`config.mk`:
```
export PLATFORM = sky130hd
export DESIGN_NAME = sensor_packet_receiver_flat
export DESIGN_NICKNAME = d
export VERILOG_FILES = /design/src/rtl/sensor_packet_pkg.sv /design/src/rtl/sensor_packet_receiver_if.sv /design/src/rtl/sensor_packet_receiver.sv /design/src/flat_wrapper.sv
export SDC_FILE = /design/constraint.sdc
export NUM_CORES = 1
export LEC_CHECK = 0
export BUFFER_PORTS_ARGS = -buffer_cell sky130_fd_sc_hd__clkbuf_2
export CAP_MARGIN = 20
export CORE_ASPECT_RATIO = 1.5
export CORE_UTILIZATION = 40
export CTS_CLUSTER_SIZE = 30
export DETAILED_ROUTE_END_ITERATION = 12
export PLACE_DENSITY = 0.66
export SYNTH_ARGS = -nofsm -noshare
export SYNTH_HDL_FRONTEND = slang
export SYNTH_SLANG_ARGS = --single-unit
```
`constraint.sdc`:
```
create_clock -name master_clock -period 2.25 [get_ports master_clock]
set_input_delay 0 -clock master_clock [delete_from_list [all_inputs] [get_ports master_clock]]
set_output_delay 0 -clock master_clock [all_outputs]
set_load 0.01 [all_outputs]
```
`src/rtl/sensor_packet_pkg.sv`:
```
// Framing constants, FSM state encoding and error codes for the sensor packet receiver.
package sensor_packet_pkg;

  localparam logic [31:0] HEADER_VALUE   = 32'hAAAA_AAAA;
  localparam logic [31:0] FOOTER_VALUE   = 32'h5555_5555;
  localparam logic [9:0]  RAW_LAST_INDEX = 10'd1023;
  localparam int unsigned PROC_WORDS     = 3;

  typedef enum logic [3:0] {
    ST_IDLE       = 4'd0,
    ST_TIME_STAMP = 4'd1,
    ST_RAW_DATA   = 4'd2,
    ST_PROC_DATA  = 4'd3,
    ST_FOOTER     = 4'd4,
    ST_DRAIN      = 4'd5
  } state_t;

  typedef enum logic [2:0] {
    ERR_NONE          = 3'd0,
    ERR_BAD_INDEX     = 3'd1,
    ERR_BAD_FOOTER    = 3'd2,
    ERR_EARLY_TLAST   = 3'd3,
    ERR_MISSING_TLAST = 3'd4,
    ERR_BAD_RESERVED  = 3'd5
  } err_t;

  typedef struct packed {
    logic [9:0]  reserved;
    logic [9:0]  index;
    logic [11:0] data;
  } raw_word_t;

endpackage

```
`src/rtl/sensor_packet_receiver_if.sv`:
```
// AXI-Stream beat bus carrying sensor packets; master drives data, slave drives tready.
interface sensor_packet_receiver_if;
  logic [31:0] tdata;
  logic        tvalid;
  logic        tlast;
  logic        tready;

  modport master (output tdata, output tvalid, output tlast, input tready);
  modport slave  (input tdata, input tvalid, input tlast, output tready);
endinterface

```
`src/rtl/sensor_packet_receiver.sv`:
```
// Checks sensor packet framing and re-emits samples/status one cycle after the deciding beat.
// tready is held high after reset; no backpressure, one beat per clock.
module sensor_packet_receiver
  import sensor_packet_pkg::*;
(
  input  logic                     master_clock,
  input  logic                     resetn,
  input  logic                     expect_raw_data,
  sensor_packet_receiver_if.slave  data,
  output logic [11:0]              sample_data,
  output logic [9:0]               sample_index,
  output logic                     sample_valid,
  output logic [31:0]              frame_timestamp,
  output logic [95:0]              processed_data,
  output logic                     frame_done,
  output logic                     frame_error,
  output logic [2:0]               error_code,
  output logic [15:0]              frame_count,
  output logic [15:0]              error_count,
  output logic [3:0]               dbg_state
);

  state_t     state, next_state;
  logic       accept;
  raw_word_t  raw_word;
  logic       mode_raw;
  logic [9:0] exp_index;
  logic [1:0] word_cnt;
  logic [31:0] ts_shadow;
  logic [95:0] proc_shadow;
  logic       evt_sample, evt_done, evt_err;
  err_t       err_nxt;

  assign accept    = data.tvalid && data.tready;
  assign raw_word  = raw_word_t'(data.tdata);
  assign dbg_state = state;

  always_ff @(posedge master_clock or negedge resetn) begin
    if (!resetn) state <= ST_IDLE;
    else         state <= next_state;
  end

  always_comb begin
    next_state = state;
    if (accept) begin
      case (state)
        ST_IDLE:       if (data.tdata == HEADER_VALUE) next_state = ST_TIME_STAMP;
        ST_TIME_STAMP: if (data.tlast) next_state = ST_IDLE;
                       else next_state = mode_raw ? ST_RAW_DATA : ST_PROC_DATA;
        ST_RAW_DATA: begin
          if (data.tlast) next_state = ST_IDLE;
          else if (raw_word.reserved != '0 || raw_word.index != exp_index) next_state = ST_DRAIN;
          else if (exp_index == RAW_LAST_INDEX) next_state = ST_FOOTER;
        end
        ST_PROC_DATA: begin
          if (data.tlast) next_state = ST_IDLE;
          else if (word_cnt == 2'(PROC_WORDS - 1)) next_state = ST_FOOTER;
        end
        // Any footer beat ends the frame; without tlast the remainder must be drained.
        ST_FOOTER:     next_state = data.tlast ? ST_IDLE : ST_DRAIN;
        ST_DRAIN:      if (data.tlast) next_state = ST_IDLE;
        default:       next_state = ST_IDLE;
      endcase
    end
  end

  always_comb begin
    evt_sample = 1'b0;
    evt_done   = 1'b0;
    evt_err    = 1'b0;
    err_nxt    = ERR_NONE;
    if (accept) begin
      case (state)
        ST_TIME_STAMP, ST_PROC_DATA: if (data.tlast) begin
          evt_err = 1'b1;
          err_nxt = ERR_EARLY_TLAST;
        end
        ST_RAW_DATA: begin
          if (data.tlast) begin
            evt_err = 1'b1;
            err_nxt = ERR_EARLY_TLAST;
          end else if (raw_word.reserved != '0) begin
            evt_err = 1'b1;
            err_nxt = ERR_BAD_RESERVED;
          end else if (raw_word.index != exp_index) begin
            evt_err = 1'b1;
            err_nxt = ERR_BAD_INDEX;
          end else begin
            evt_sample = 1'b1;
          end
        end
        ST_FOOTER: begin
          if (data.tdata == FOOTER_VALUE && data.tlast) evt_done = 1'b1;
          else begin
            evt_err = 1'b1;
            err_nxt = (data.tdata == FOOTER_VALUE) ? ERR_MISSING_TLAST : ERR_BAD_FOOTER;
          end
        end
        default: ;
      endcase
    end
  end

  always_ff @(posedge master_clock or negedge resetn) begin
    if (!resetn) begin
      data.tready     <= 1'b0;
      mode_raw        <= 1'b0;
      exp_index       <= '0;
      word_cnt        <= '0;
      ts_shadow       <= '0;
      proc_shadow     <= '0;
      sample_data     <= '0;
      sample_index    <= '0;
      sample_valid    <= 1'b0;
      frame_timestamp <= '0;
      processed_data  <= '0;
      frame_done      <= 1'b0;
      frame_error     <= 1'b0;
      error_code      <= '0;
      frame_count     <= '0;
      error_count     <= '0;
    end else begin
      data.tready  <= 1'b1;
      sample_valid <= evt_sample;
      frame_done   <= evt_done;
      frame_error  <= evt_err;
      if (accept && state == ST_IDLE && data.tdata == HEADER_VALUE) mode_raw <= expect_raw_data;
      if (accept && state == ST_TIME_STAMP) begin
        ts_shadow <= data.tdata;
        exp_index <= '0;
        word_cnt  <= '0;
      end
      if (evt_sample) begin
        sample_data  <= raw_word.data;
        sample_index <= raw_word.index;
        exp_index    <= exp_index + 10'd1;
      end
      // Shift in from the top so word0 ends up in [31:0] after the third word.
      if (accept && state == ST_PROC_DATA) begin
        proc_shadow <= {data.tdata, proc_shadow[95:32]};
        word_cnt    <= word_cnt + 2'd1;
      end
      if (evt_done) begin
        frame_timestamp <= ts_shadow;
        if (!mode_raw) processed_data <= proc_shadow;
        frame_count <= frame_count + 16'd1;
      end
      if (evt_err) begin
        error_code <= err_nxt;
        if (error_count != 16'hFFFF) error_count <= error_count + 16'd1;
      end
    end
  end

endmodule

```
`src/flat_wrapper.sv`:
```
// flat-port wrapper written by rule: the top's interface ports become plain ports
module sensor_packet_receiver_flat import sensor_packet_pkg::*;
  (master_clock, resetn, expect_raw_data, sample_data, sample_index, sample_valid, frame_timestamp, processed_data, frame_done, frame_error, error_code, frame_count, error_count, dbg_state, data_tdata, data_tvalid, data_tlast, data_tready);
  sensor_packet_receiver_if data_i ();
  input  logic master_clock;
  input  logic resetn;
  input  logic expect_raw_data;
  output logic [11:0] sample_data;
  output logic [9:0] sample_index;
  output logic sample_valid;
  output logic [31:0] frame_timestamp;
  output logic [95:0] processed_data;
  output logic frame_done;
  output logic frame_error;
  output logic [2:0] error_code;
  output logic [15:0] frame_count;
  output logic [15:0] error_count;
  output logic [3:0] dbg_state;
  input wire logic [$bits(data_i.tdata)-1:0] data_tdata;
  input wire logic [$bits(data_i.tvalid)-1:0] data_tvalid;
  input wire logic [$bits(data_i.tlast)-1:0] data_tlast;
  output wire logic [$bits(data_i.tready)-1:0] data_tready;
  assign data_i.tdata = data_tdata;
  assign data_i.tvalid = data_tvalid;
  assign data_i.tlast = data_tlast;
  assign data_tready = data_i.tready;
  sensor_packet_receiver u_core (.master_clock(master_clock), .resetn(resetn), .expect_raw_data(expect_raw_data), .data(data_i), .sample_data(sample_data), .sample_index(sample_index), .sample_valid(sample_valid), .frame_timestamp(frame_timestamp), .processed_data(processed_data), .frame_done(frame_done), .frame_error(frame_error), .error_code(error_code), .frame_count(frame_count), .error_count(error_count), .dbg_state(dbg_state));
endmodule
```
== After elaboration in Yosys (flattened, before gate mapping) ==
Index checks and enable logic that the tools add are counted.

* Register bits: 334

* Add/subtract/negate cells: 4
* Bitwise gates (word level): 1
* Multiplexer cells: 38
* Equal/unequal tests: 15
* Reduce and logical (&&, ||, !) cells: 15

{| class="wikitable"
|+ Operators with widths
! kind !! count
|-
| $add A16 B1 Y16 const B || 2
|-
| $eq A32 B31 Y1 const B || 1
|-
| $eq A32 B32 Y1 const B || 1
|-
| $mux W4 || 8
|-
| $pmux W4 S6 || 1
|-
| $mux W10 || 2
|-
| $mux W3 || 6
|-
| $mux W1 || 16
|-
| $ne A16 B16 Y1 const B || 1
|-
| $add A10 B1 Y10 const B || 1
|-
| $eq A10 B10 Y1 const B || 1
|-
| $ne A10 B10 Y1 || 1
|-
| $reduce_bool A10 Y1 || 1
|-
| $pmux W3 S3 || 1
|-
| $eq A4 B2 Y1 const B || 2
|-
| $eq A4 B3 Y1 const B || 2
|-
| $logic_and A1 B1 Y1 || 6
|-
| $mux W2 || 3
|-
| $reduce_and A5 Y1 || 1
|-
| $eq A4 B1 Y1 const B || 1
|-
| $logic_not A4 Y1 || 1
|-
| $ne A2 B2 Y1 const B || 2
|-
| $ne A4 B2 Y1 const B || 1
|-
| $reduce_and A2 Y1 || 2
|-
| other kinds (8) || 9
|}

== Longest topological paths before layout ==
Gate-level depths: netlist (run 1).

* Depth after elaboration: 7
* Depth in mapped cells: 9

== Least setup slack after synthesis (run 1) ==
OpenSTA, ideal clock, no wires.

* Path type: register -> register
* From: register u_core.state[2], in the netlist u_core.dbg_state[2]
* To: register u_core.processed_data[55]
* Stages on the path, launching flop included: 10
* Arrival: 2.225 ns
* Setup slack: -0.102 ns
* Library setup time: 0.128 ns
* Path through: dfrtp_1 clkbuf_1 nand2b_1 nor3_1 nand4_1 or2_1 clkbuf_1 buf_6 buf_4 mux2_1

* Word-level cells in the longest chain between the ends: 4

{| class="wikitable"
|+ Ends and longest elaborated chain
! item !! RTL line !! source
|-
| start: declaration || sensor_packet_receiver.sv:23 || <nowiki>state_t state, next_state;</nowiki>
|-
| start signal: assignment || sensor_packet_receiver.sv:40 || <nowiki>else state <= next_state;</nowiki>
|-
| $eq A4 B3 Y1 || sensor_packet_receiver.sv:73 || <nowiki>case (state)</nowiki>
|-
| $mux W1 || sensor_packet_receiver.sv:73 ||
|-
| $mux W1 || sensor_packet_receiver.sv:72 || <nowiki>if (accept) begin</nowiki>
|-
| $reduce_and A2 Y1 (no source line) || -- ||
|-
| end signal: assignment || sensor_packet_receiver.sv:145 || <nowiki>if (!mode_raw) processed_data <= proc_shadow;</nowiki>
|-
| end: declaration || sensor_packet_receiver.sv:14 || <nowiki>output logic [95:0] processed_data,</nowiki>
|}

No other way between the ends.
A chain may end at the register's enable or synchronous reset.

== Final worst setup path (run 1) ==
* From: input port data_tdata[21]
* To: register u_core.frame_count[11]

* Word-level cells in the longest chain between the ends: 5

{| class="wikitable"
|+ Ends and longest elaborated chain
! item !! RTL line !! source
|-
| start: declaration || flat_wrapper.sv:19 || <nowiki>input wire logic [$bits(data_i.tdata)-1:0] data_tdata;</nowiki>
|-
| $eq A32 B31 Y1 || sensor_packet_receiver.sv:93 || <nowiki>if (data.tdata == FOOTER_VALUE && data.tlast) evt_done = 1'b1;</nowiki>
|-
| $logic_and A1 B1 Y1 || sensor_packet_receiver.sv:93 ||
|-
| $mux W1 || sensor_packet_receiver.sv:93 ||
|-
| $mux W1 || sensor_packet_receiver.sv:73 ||
|-
| $mux W1 || sensor_packet_receiver.sv:72 ||
|-
| end signal: assignment || sensor_packet_receiver.sv:146 || <nowiki>frame_count <= frame_count + 16'd1;</nowiki>
|-
| end: declaration || sensor_packet_receiver.sv:18 || <nowiki>output logic [15:0] frame_count,</nowiki>
|}

No other way between the ends.

==> results of run 1 <==
[cells by family after synthesis]
family / count (synthesis) / share of synthesized area [%]
buf+inv: 55 / 1.812
fa+ha+maj: 4 / 0.3717
xor+xnor: 41 / 2.667
simple gates: 304 / 11.47
other cells: 2 / 0.05577
mux: 234 / 19.54
flops: 333 / 61.88
compound gates: 45 / 2.202
[worst max-delay path, stage by stage]
cell and delay (ps):
dlygate4sd3_1 530, clkbuf_2 140, or4b_4 570, nor4_4 350, nand4_2 230, buf_4 210, nor3_2 150, buf_4 170
and3_1 170, xor2_1 140
[worst max path at each step]
stage / startpoint / end / slack (ps)
floorplan: u_core.dbg_state[0] / u_core.error_count[1] / -1
global placement: data_tdata[1] / u_core.frame_count[10] / -50
detailed placement: u_core.error_count[0] / u_core.error_count[11] / -100
CTS: u_core.dbg_state[0] / u_core.error_count[12] / 10
global route: u_core.data.tready / u_core.processed_data[86] / 2
finish: data_tdata[21] / u_core.frame_count[11] / 80
[sequential cells by signal (all words and copies together), names as in the netlist, 3 cells and up]
name	count
u_core.sample_index	10
u_core.error_count	16
u_core.error_code	3
u_core.proc_shadow	96
u_core.dbg_state	3
u_core.exp_index	10
u_core.ts_shadow	32
u_core.frame_timestamp	32
u_core.processed_data	96
u_core.sample_data	12
u_core.frame_count	16
[stage by stage]
| stage | TNS, ps | worst slack (ps) | util (%) | area [sq um] |
|---|---|---|---|---|
| global placement | -128.8 | -47.82 | 47.92 | 15740 |
| finish | 0 | 76.85 | 52.63 | 17280 |
| global route | 0 | 2.225 | 52.63 | 17280 |
| CTS | 0 | 14.97 | 52.42 | 17210 |
| detailed placement | -594.9 | -101.3 | 47.92 | 15740 |
| floorplan | -1.138 | -1.138 | - | 13470 |
[cells in the final DEF, fill, tap and decap left out, types with 3 or more instances in the layout]
cell type	n
dfrtp_1	332
clkbuf_1	6
ha_1	4
nand2b_1	5
nor4bb_1	3
and3_1	10
mux2_1	42
nand4_1	15
xnor2_1	27
bufinv_16	5
clkbuf_2	226
nand4b_1	4
mux2i_1	3
buf_12	8
inv_1	10
buf_4	88
xor2_1	14
dlygate4sd3_1	38
nor4_4	3
mux2_2	189
clkbuf_16	31
nand2_1	182
clkbuf_8	7
a21oi_1	7
nor4_1	4
or4_1	3
a221o_1	3
nor3b_1	3
nor3_1	4
and2_1	3
nor2_1	16
o21ai_0	17
o2111ai_1	3
nand3_1	16
nand4bb_1	5
and4_1	4
[layout make-up]
cell class | instances | area, sq um | area share [%]
clock inverters | 9 | 183.9 | 1.064
flip-flops and latches | 333 | 8334 | 48.23
multi-input cells | 630 | 4954 | 28.66
inverters | 10 | 37.54 | 0.2172
repair buffers | 362 | 2359 | 13.65
well taps | 415 | 519.2 | 3.005
clock buffers | 44 | 894.6 | 5.177
[metal layers]
layer / global-route usage [%] / wire (microns) / up-vias
li1: - / - / 4210
met1: 24.70 / 14240 / 4645
met2: 34.57 / 17490 / 189
met3: 2.485 / 1108 / 51
met4: 7.516 / 1036 / 0
met5: 0 / 0 / -
[synth_stat cells (all sizes together) (7+ instances only)]
| library cell | instances | area [sq um] |
|---|---|---|
| clkbuf | 30 | 112.6 |
| buf | 15 | 93.84 |
| nand2 | 182 | 683.2 |
| a21oi | 7 | 35.03 |
| xor2 | 14 | 122.6 |
| xnor2 | 27 | 236.5 |
| nor3 | 7 | 45.04 |
| o21ai | 17 | 85.08 |
| inv | 10 | 37.54 |
| nor4 | 8 | 95.09 |
| nor2 | 17 | 63.81 |
| dfrtp | 333 | 8333 |
| mux2 | 231 | 2601 |
| nand4 | 17 | 118.9 |
| and3 | 10 | 62.56 |
| nand3 | 17 | 85.08 |
[where the power goes]
part / internal (mW) / leakage (nW) / switching (mW)
clock: 3.32 / 0.529 / 2.26
sequential: 5.99 / 4.64 / 0.00106
combinational: 0.133 / 4.18 / 0.250
total: 9.44 / 9.35 / 2.51
[timing repair]
action / CTS / global route
gates resized for setup: 3 / 7
hold buffers: 38 / 0
buffers inserted: 0 / 6
setup endpoints to repair: 7 / 45
endpoints found under the hold margin: 393 / 0
pin swaps: 0 / 6
cloned: 0 / 0
==> metrics.yaml, run 1 <==
drc: 0
total_leakage_power_nw: 9.353
ys_seq_elements: 333
floorplan.die_area_sq_um: 34420
synth_edf_count: 0
irDropWorstVdd_mv: 0.5276
ys_async_rst_share_pct: 100.0
final.setup_skew_ps: 31.06
worst_slew_pin_tran_ps: 615.4
critical_path_peak_fanout: 6
worst_r2r_startpoint: "u_core.exp_index[6]"
cts_tree: "yes"
antenna_violations_before_repair: 0
hold-path-cell-count: 3
reg2reg_depth: 8
cts_max_level: 1
vias: 9095
post_route_cells_drive_above_1_share_pct: 42.22
grt_max_degree: 77
clock.fmax_ghz: 0.4602
die_width_microns: 151.8
placed_cells_incl_taps: 1707
maxCapViolations: 0
number_of_cells_in_the_finished_layout_apart_from_fillers: 1803
clk_pin_slew_ps: 60
yosysWarningCount: 0
fp.coreArea_sq_um: 32840
worst_r2r_endpoint: "u_core.error_count[12]"
dominantRegCellSynth: "dfrtp_1"
wl_microns: 33880
clockRootBuffer: "clkbuf_16"
die_h_microns: 226.7
cts_inserted_buffers: 31
fillers: 2918
critPathRequiredTime_ps: 2730
reg2reg_setup_slack_ps: 90
worstSetupPathType: "input port to flip-flop"
hold_path.class: "input port to flip-flop"
drt_iter0_drc: 450
layout_min_cycle_time_ps: 2173
synth-seq-area-share_pct: 61.88
status: "finished, final reports clean"
postRouteAntennaNets: 0
first_pass_iters: 6
grt_pass1_wl_microns: 53010
max-clock-path-buffers: 3
global_route_usage_sum_pct: 19.69
worst_skew_pair.late_latency_ps: 580
syn-instance-count: 1018
power-per-cell-area_nw_per_um2: 691.9
port_buffers: 228
rows: 81
setup_violations: 0
whs_endpoint: "u_core.mode_raw"
num_clock_sinks: 333
start_util_pct: 41.01
grt_pass1_vias: 9298
cp-end-kind: "flip-flop"
worstPathArrival_ps: 2650
grt_setup_unrepaired: "no"
final_max_slew_viol_count: 0
routed_via_density: 5.044
syn_nets: 1059
grt-ovfl-total: 0
globalplace.congestion: 0.8673
start_point_of_the_worst_min_delay_path: "expect_raw_data"
number_of_diodes_added_for_antenna_fixing: 0
num-nets-final: 1409
timing.final.hold_violations: 0
post_synth.cell_area_avg_sq_um: 13.23
io_pins: 230
hold_ws_ps: 195.4
relSlewSlack_pct: 58.87
netlist_area_sq_um: 13470
avgRoutedWirePerCell_microns: 18.79
fin_crit_sh_pct: 96.58
areaGrowthSynthToFinish_pct: 28.33
dp.final_hpwl_microns: 24660
p_total_mw: 11.96
synth.lib_cells_used.distinct: 57
timing.critical_path.from_type: "input port"
No activity file was read; power rests on OpenSTA's default activity.
==> run 2, diff against run 1 <==
--- a/config.mk
+++ b/config.mk
@@ -11,7 +11,8 @@
 export CORE_UTILIZATION = 40
 export CTS_CLUSTER_SIZE = 30
 export DETAILED_ROUTE_END_ITERATION = 12
-export PLACE_DENSITY = 0.66
+export PLACE_DENSITY = 0.64
+export REMOVE_ABC_BUFFERS = 1
 export SYNTH_ARGS = -nofsm -noshare
 export SYNTH_HDL_FRONTEND = slang
 export SYNTH_SLANG_ARGS = --single-unit
==> constraint.sdc (replaced) <==
create_clock -name master_clock -period 2.2 [get_ports master_clock]
set_input_delay 0 -clock master_clock [delete_from_list [all_inputs] [get_ports master_clock]]
set_output_delay 0 -clock master_clock [all_outputs]
set_load 0.01 [all_outputs]
==> run 2 against run 1 <==
Net effect: clock skew fell by 21 ps; worst hold slack worse by 190 ps; flip-flop and latch count unchanged; die area is the same; routed wire length shrank 2.6%; critical path depth down 3; cell count decreased by 0.67%; sequential share of layout area up 0.10 points; design area down 0.20%; setup slack got worse by 8.1 ps; critical endpoint is now u_core.processed_data[64].
==> metrics.yaml, run 2 (synthesis gave the netlist of run 1 again) <==
most_frequent_cells_in_the_layout: "dfrtp_1 (331), clkbuf_2 (227), mux2_2 (189)"
fin_setup_tns_ps: 0
antenna_violations_before_repair: 0
grt_max_degree: 72
largestRegisters: "u_core.proc_shadow (96), u_core.processed_data (96)"
critical_path.cell_chain: "nand2b_2, nor3_4, buf_4, nand4_1, or2_4, buf_12, mux2_1"
number_of_cells_in_the_finished_layout_apart_from_fillers: 1791
global_route_usage_sum_pct: 19.49
cts_inserted_buffers: 34
cts_max_level: 2
clockRootBuffer: "clkbuf_16"
p_total_mw: 12.31
placed_cells_incl_taps: 1690
cts_tree: "yes"
fin_crit_sh_pct: 96.88
drc: 0
critPathMaxStageDelay_ps: 410
io_pins: 230
port_buffers: 228
routed_via_density: 5.012
wl_microns: 33010
timing.critical_path.from_type: "flip-flop"
final.setup_skew_ps: 9.746
total_leakage_power_nw: 9.297
vias: 8977
status: "finished, final reports clean"
postRouteAntennaNets: 0
pre_cts_ws_ps: -232.1
reg2reg_depth: 7
first_pass_iters: 4
worst_slew_pin_tran_ps: 666.5
areaGrowthSynthToFinish_pct: 28.08
worstPathArrival_ps: 2530
layout_min_cycle_time_ps: 2131
worst_r2r_endpoint: "u_core.processed_data[64]"
setup_violations: 0
hold_path.class: "input port to asynchronous set/reset pin"
grt_pass1_vias: 9367
dp.final_hpwl_microns: 22650
start_util_pct: 41.01
floorplan.die_area_sq_um: 34420
power-per-cell-area_nw_per_um2: 713.5
die_width_microns: 151.8
grt_setup_unrepaired: "yes"
relSlewSlack_pct: 55.45
critical_path_peak_fanout: 33
final_max_slew_viol_count: 0
grt-ovfl-total: 0
timing.final.hold_violations: 0
maxCapViolations: 0
max-clock-path-buffers: 3
worst_r2r_startpoint: "u_core.dbg_state[1]"
dpl_cell_area_sq_um: 15630
post_route_cells_drive_above_1_share_pct: 42.22
grt_pass1_wl_microns: 52520
number_of_diodes_added_for_antenna_fixing: 0
timing.final.ws_setup_ps: 68.74
die_h_microns: 226.7
worst_skew_pair.late_latency_ps: 520
clock.fmax_ghz: 0.4692
clk_pin_slew_ps: 60
crit_slowest_cell: "dfrtp_1"
num_clock_sinks: 333
worstSetupPathType: "flip-flop to flip-flop"
cp-end-kind: "flip-flop"
critPathRequiredTime_ps: 2590
avgRoutedWirePerCell_microns: 18.43
fp.coreArea_sq_um: 32840
drt_iter0_drc: 310
reg2reg_setup_slack_ps: 70
globalplace.congestion: 0.8459
rows: 81
stdcell_area_sq_um: 17250
num-nets-final: 1392
mostFrequentLayoutCell: "dfrtp_1"
irDropWorstVdd_mv: 0.5269
[run 2: layer usage]
layer	wire length, microns	up-vias	GRT usage, %
li1	-	4206	-
met1	13250	4490	23.36
met2	16990	208	33.83
met3	1366	73	3.555
met4	1402	0	9.323
met5	0	-	0
[run 2: repair_timing]
action | CTS | global route
hold endpoints to repair | 423 | 0
pin swaps | 1 | 7
gates resized for setup | 6 | 13
cloned | 0 | 0
setup endpoints to repair | 10 | 117
setup buffers | 0 | 3
hold buffers | 37 | 0
[run 2: worst max-delay path, delay by kind of cell (launching register included)]
family	cells	cell delay (ps)
simple gates	4	880
flops	1	410
buf+inv	2	350
mux	1	340
[run 2: power breakdown]
part / switching, mW / internal (mW) / leakage, nW
clock network: 2.40 / 3.42 / 0.563
logic: 0.237 / 0.128 / 4.10
registers: 0.000434 / 6.12 / 4.64
[run 2: through the flow]
step                util (%)  hold slack, ps
floorplan                  -          -295.6
global placement       47.61          -35.17
detailed placement     47.61          -27.30
CTS                    52.27           14.15
global route           52.53           40.75
finish                 52.53           5.165
[run 2: area by class of cell]
cell class              instances  area, sq um
fillers                      2907        15590
flip-flops and latches        333         8335
multi-input cells             630         4992
repair buffers                342         2232
clock buffers                  50         1045
well taps                     415        519.2
clock inverters                11        86.33
inverters                      10        37.54
[run 2: worst max path at each step]
| stage | start | to | slack [ps] | cells past startpoint |
|---|---|---|---|---|
| after global placement | u_core.error_count[0] | u_core.error_count[11] | -150 | 7 |
| final | u_core.dbg_state[1] | u_core.processed_data[64] | 70 | 7 |
| after global routing | u_core.exp_index[1] | u_core.error_count[1] | -50 | 7 |
| after floorplan | u_core.data.tready | u_core.proc_shadow[0] | -1950 | 4 |
| after CTS | data_tdata[29] | u_core.error_count[1] | 4 | 9 |
| after detailed placement | u_core.error_count[0] | u_core.error_count[15] | -230 | 7 |
